--- config.mk ---
export PLATFORM = sky130hd
export DESIGN_NAME = cpu_trace_monitor
export DESIGN_NICKNAME = d
export VERILOG_FILES = /design/src/rtl/cpu_trace_monitor.sv
export SDC_FILE = /design/constraint.sdc
export NUM_CORES = 1
export LEC_CHECK = 0
export BUFFER_PORTS_ARGS = -buffer_cell sky130_fd_sc_hd__buf_2
export CAP_MARGIN = 20
export CORE_ASPECT_RATIO = 2
export CORE_UTILIZATION = 66
export DETAILED_ROUTE_END_ITERATION = 8
export PLACE_DENSITY = 0.86
export RECOVER_POWER = 100
export SLEW_MARGIN = 25
export SYNTH_ARGS = -nofsm -noshare
export SYNTH_HDL_FRONTEND = slang
export SYNTH_SLANG_ARGS = --single-unit
--- constraint.sdc ---
create_clock -name clk_i -period 18.2 [get_ports clk_i]
set_input_delay 0 -clock clk_i [delete_from_list [all_inputs] [get_ports clk_i]]
set_output_delay 0 -clock clk_i [all_outputs]
set_load 0.03 [all_outputs]
--- src/rtl/cpu_trace_monitor.sv ---
// cpu_trace_monitor: starts a CPU, records register writes and stores into a trace FIFO, flags halt/timeout.
// Define TRACE_MON_R0_FILTER_EN to suppress register-write records that target r0.
module cpu_trace_monitor #(
   parameter int ADDR_W      = 32,
   parameter int DATA_W      = 32,
   parameter int DEPTH       = 16,
   parameter int RST_CYCLES  = 1,
   parameter int MAX_CYCLES  = 560,
   parameter int HALT_REPEAT = 4
) (
   input  logic                       clk_i,
   input  logic                       rst_i,
   input  logic                       run_i,
   input  logic [ADDR_W-1:0]          pc_i,
   input  logic                       regwrite_i,
   input  logic [4:0]                 rd_addr_i,
   input  logic [DATA_W-1:0]          wb_data_i,
   input  logic                       memwrite_i,
   input  logic [ADDR_W-1:0]          mem_addr_i,
   input  logic [DATA_W-1:0]          mem_data_i,
   output logic                       cpu_start_o,
   output logic                       trace_valid_o,
   output logic [2+ADDR_W+DATA_W-1:0] trace_data_o,
   input  logic                       trace_ready_i,
   output logic [31:0]                cycle_cnt_o,
   output logic                       done_o,
   output logic                       halt_o,
   output logic                       timeout_o,
   output logic                       overflow_o,
   output logic [15:0]                drop_cnt_o
);
   localparam int PW = $clog2(DEPTH);
   localparam int TW = 2 + ADDR_W + DATA_W;

   typedef enum logic [1:0] {IDLE, HOLD, RUN, DONE} state_t;
   state_t state, state_nx;

   logic [31:0]       hold_cnt, same_cnt, same_nx, cyc_nx;
   logic [ADDR_W-1:0] pc_q;
   logic [TW-1:0]     mem [DEPTH];
   logic [TW-1:0]     rec;
   logic [PW-1:0]     wr_ptr, rd_ptr;
   logic [PW:0]       count;
   logic [16:0]       drop_sum;
   logic              running, reg_ev, want, coll, full, push, pop, ovf_ev, halt_ev, tmo_ev;

   assign running     = state == RUN;
   assign cpu_start_o = state == RUN || state == DONE;
   assign done_o      = state == DONE;

`ifdef TRACE_MON_R0_FILTER_EN
   assign reg_ev = regwrite_i && rd_addr_i != 5'd0;
`else
   assign reg_ev = regwrite_i;
`endif

   // same_cnt counts consecutive RUN cycles whose PC matches the previous cycle's PC
   assign same_nx = pc_i == pc_q ? same_cnt + 32'd1 : 32'd0;
   assign cyc_nx  = &cycle_cnt_o ? cycle_cnt_o : cycle_cnt_o + 32'd1;
   assign halt_ev = running && same_nx >= 32'(HALT_REPEAT);
   assign tmo_ev  = running && !halt_ev && cyc_nx >= 32'(MAX_CYCLES);

   always_comb begin
      state_nx = state;
      state_nx = state == IDLE ? (run_i ? HOLD : IDLE)
               : state == HOLD ? (hold_cnt >= 32'(RST_CYCLES - 1) ? RUN : HOLD)
               : state == RUN  ? (halt_ev || tmo_ev ? DONE : RUN)
               : DONE;
   end

   always_ff @(posedge clk_i or posedge rst_i)
      if (rst_i) state <= IDLE;
      else       state <= state_nx;

   always_ff @(posedge clk_i or posedge rst_i)
      if (rst_i) begin
         hold_cnt    <= 32'd0;
         same_cnt    <= 32'd0;
         pc_q        <= '0;
         cycle_cnt_o <= 32'd0;
         halt_o      <= 1'b0;
         timeout_o   <= 1'b0;
      end else begin
         hold_cnt <= state == HOLD ? hold_cnt + 32'd1 : 32'd0;
         same_cnt <= running ? same_nx : 32'd0;
         pc_q     <= pc_i;
         if (running) cycle_cnt_o <= cyc_nx;
         if (halt_ev) halt_o <= 1'b1;
         if (tmo_ev) timeout_o <= 1'b1;
      end

   // a store wins over a simultaneous register write; the register record is the one lost
   assign coll   = running && memwrite_i && reg_ev;
   assign want   = running && (memwrite_i || reg_ev);
   assign rec    = memwrite_i ? {2'b10, mem_addr_i, mem_data_i}
                              : {2'b01, ADDR_W'(rd_addr_i), wb_data_i};
   assign trace_valid_o = count != '0;
   assign trace_data_o  = trace_valid_o ? mem[rd_ptr] : '0;
   assign pop      = trace_valid_o && trace_ready_i;
   assign full     = count == (PW+1)'(DEPTH);
   assign push     = want && (!full || pop);
   assign ovf_ev   = want && full && !pop;
   assign drop_sum = {1'b0, drop_cnt_o} + 17'(coll) + 17'(ovf_ev);

   always_ff @(posedge clk_i)
      if (push) mem[wr_ptr] <= rec;

   always_ff @(posedge clk_i or posedge rst_i)
      if (rst_i) begin
         wr_ptr     <= '0;
         rd_ptr     <= '0;
         count      <= '0;
         overflow_o <= 1'b0;
         drop_cnt_o <= 16'd0;
      end else begin
         if (push) wr_ptr <= wr_ptr + 1'b1;
         if (pop) rd_ptr <= rd_ptr + 1'b1;
         count      <= count + (PW+1)'(push) - (PW+1)'(pop);
         drop_cnt_o <= drop_sum[16] ? 16'hFFFF : drop_sum[15:0];
         if (ovf_ev) overflow_o <= 1'b1;
      end
endmodule
==> flow_metrics.py <==
metrics = {
    "cts": {
        "insertion_delay_ns": 0.70,
        "cts_buffers": 95,
        "path_clk_slew_ns": 0.07,
        "h-tree-depth": 3,
        "cts.path.max_buffers": 3,
        "cts_tree": "built",
        "cts_sinks": 1186,
        "cts_root_buf": "clkbuf_16",
    },
    "grt": {
        "grt_max_degree": 78,
        "grt_pass1_vias": 28400,
        "track_usage_pct": 36.1,
        "grt_pass1_wl_um": 186000,
        "antenna_found_initial": 3,
        "grt-ovfl-total": 0,
    },
    "die": {
        "pin_count": 259,
        "num_rows": 139,
        "die_h_um": 382,
        "design.die.area_sq_um": 73400,
        "die_w_um": 192,
        "start_util_pct": 66.5,
        "core_sq_um": 71700,
    },
    "drt": {
        "drc_errors": 0,
        "drt_wl_total_um": 129000,
        "drt_pass1_iterations": 6,
        "routedWlPerCell_um": 34.2,
        "drt_iter0_drc": 3222,
        "dr_total_vias": 26700,
        "via_per_inst": 7.07,
        "antenna_left": 0,
    },
    "synth": {
        "synth_commonest_cells": "edfxtp_1, mux4_2, dfrtp_1",
        "synth_warnings": 0,
        "synth.distinct_cells": 75,
        "synth_top_area_cell": "edfxtp_1",
        "yosysMostFrequentCell": "edfxtp_1",
        "synth_flop_cell": "edfxtp_1",
        "ys_top_cells_by_area": "edfxtp_1, mux4_2, dfrtp_1, and2_1, xor2_1",
        "postSynthCellCount": 2335,
        "synth.top_cell.area_share_pct": 66.5,
        "avgSynthCellArea_sq_um": 20.4,
        "synth_fp_nets": 2490,
        "synthArstFlopShare_pct": 11.0,
        "seq_area_frac_synth_pct": 73.3,
        "synth_edf_count": 1056,
        "synth_seq_cells": 1186,
        "syn_area_sq_um": 47700,
    },
    "hold_path": {
        "hold_class": "in2reg",
    },
    "worst_setup_path": {
        "r2r-start": "state[0]$_DFF_PP0_",
        "r2r_setup_slack_ns": 9.97,
        "worstSetupStartpointType": "flop",
        "critPathArrivalTime_ns": 10.92,
        "endpoint": "trace_data_o[54]",
        "worst-endpoint-required_ns": 18.20,
        "timing.rr.end": "mem[15][37]$_DFFE_PP_",
        "path_max_fanout": 77,
        "critical_path.startpoint": "rd_ptr[1]$_DFFE_PP0P_",
        "reg2regPathDepth": 6,
        "end_kind": "primary output",
        "worstSetupPathType": "reg2out",
    },
    "power_and_ir_drop": {
        "leakage_uw": 0.0180,
        "power_uw": 8170,
        "peakVddDrop_mv": 0.173,
        "powerDensity_nw_per_um2": 150,
    },
    "placed_design": {
        "place_inst": 3425,
        "place_congestion": 0.883,
        "hpwl_um": 60200,
        "io_buffers": 258,
    },
    "timing": {
        "period_needed_ns": 10.92,
        "rsz0062_at_grt": "no",
        "slew_violations": 1647,
        "hold_viol_final": 0,
        "fin_skew_ns": 0.0384,
        "finalHoldWorstSlack_ns": 0.167,
        "fin_setup_tns_ns": 0,
        "setup_viol": 0,
        "tightest_slew_ns": 4.74,
        "slew-limit-headroom_pct": -216,
        "period_share_pct": 60.0,
        "clock.fmax_mhz": 91.6,
    },
    "run": {
        "maxCapViolations": 43,
    },
    "run_status": {
        "violations": "capacitance limit, slew limit",
        "status": "finished with violations",
    },
    "cells_and_area": {
        "nNetsFinal": 2937,
        "drive_gt1_share_pct": 23.1,
        "finalNonFillerCells": 3776,
        "area_growth_pct": 14.4,
    },
}
critical path, cell delays in order, from the launching register on:
cell and delay, ns:
dfrtp_1 2.31, clkbuf_1 2.59, clkbuf_1 3.47, mux4_2 0.86, mux4_2 0.32, and2_1 0.17, clkbuf_1 0.33
worst min-delay path by stage:
stage | endpoint | slack [ns] | startpoint | cells past startpoint
2_1_floorplan | pc_q[0]$_DFF_PP0_ | 0.03 | pc_i[0] | 0
4_1_cts | state[0]$_DFF_PP0_ | 0.12 | run_i | 4
3_3_place_gp | drop_cnt_o[13]$_DFF_PP0_ | 0.13 | rst_i | 2
5_1_grt | state[0]$_DFF_PP0_ | 0.18 | run_i | 4
6_report | state[0]$_DFF_PP0_ | 0.17 | run_i | 4
3_5_place_dp | pc_q[26]$_DFF_PP0_ | 0.13 | pc_i[26] | 1
layout make-up:
class | count | area, sq um
fillers | 3645 | 17100
clock buffers | 117 | 2540
flip-flops and latches | 1186 | 35000
diodes | 1 | 2.50
inverters | 24 | 91.3
repair buffers | 473 | 3090
clock inverters | 57 | 596
multi-input cells | 1002 | 12100
well taps | 916 | 1150
sequential cells by signal (all words and copies together) (netlist names):
name / count
rd_ptr: 4
mem: 1056
count: 5
timeout_o: 1
state: 2
pc_q: 32
overflow_o: 1
wr_ptr: 4
cycle_cnt_o: 32
same_cnt: 32
drop_cnt_o: 16
halt_o: 1
repair_timing:
item                                   in CTS  in global routing
buffers inserted                            0                  0
endpoints found under the hold margin    1134                  0
hold buffers                              172                  0
resized for setup                           0                  0
stage by stage:
step	worst slack [ns]	util [%]	cell area [sq um]
2_1_floorplan	11.85	-	47700
3_3_place_gp	13.20	69.8	50000
3_5_place_dp	13.09	69.8	50000
4_1_cts	12.23	76.6	54900
5_1_grt	7.10	76.1	54500
6_report	7.28	76.1	54500
cell families after synthesis:
| group | after synthesis | synth area share, % |
|---|---|---|
| flip-flops | 1186 | 73.3 |
| AND/OR/NAND/NOR | 419 | 4.87 |
| multiplexers | 382 | 16.8 |
| buffers and inverters | 147 | 1.32 |
| XOR/XNOR | 120 | 2.20 |
| AO/OA/AOI/OAI | 65 | 1.03 |
| adder cells (fa/ha/maj) | 16 | 0.451 |
power breakdown:
part / leakage [uW] / internal [uW] / switching [uW]
Sequential: 0.0113 / 3230 / 183
Clock: 0.00152 / 1140 / 996
Combinational: 0.00521 / 1150 / 1470
per-layer routing:
layer / vias up / global-route usage (%) / share of wire [%]
met1: 13700 / 43.3 / 32
met2: 2192 / 61.9 / 53
met4: 4 / 19.7 / 5.5
li1: 10400 / - / -
met3: 491 / 6.32 / 9.9
met5: - / 0 / 0.023
layout by cell type, fill, tap and decap left out, types with 8 or more instances in the layout:
cell and count:
bufinv_16 10, a21oi_1 12, nor4_1 16, and3_1 20, xor2_1 66, clkinv_1 11, dfrtp_1 127, nand4_1 35
nor2_1 73, inv_1 22, mux2_2 28, nand2b_1 8, o21ai_0 9, and2_1 70, dlygate4sd3_1 172, mux2_1 18
nand2_1 61, clkbuf_1 196, edfxtp_1 1056, nand3_1 36, clkbuf_16 97, nor3_1 25, ha_1 14, and2_0 30
buf_2 112, xnor2_1 54, mux4_2 330, clkinv_2 17
Power figures use the tool's default switching activity.
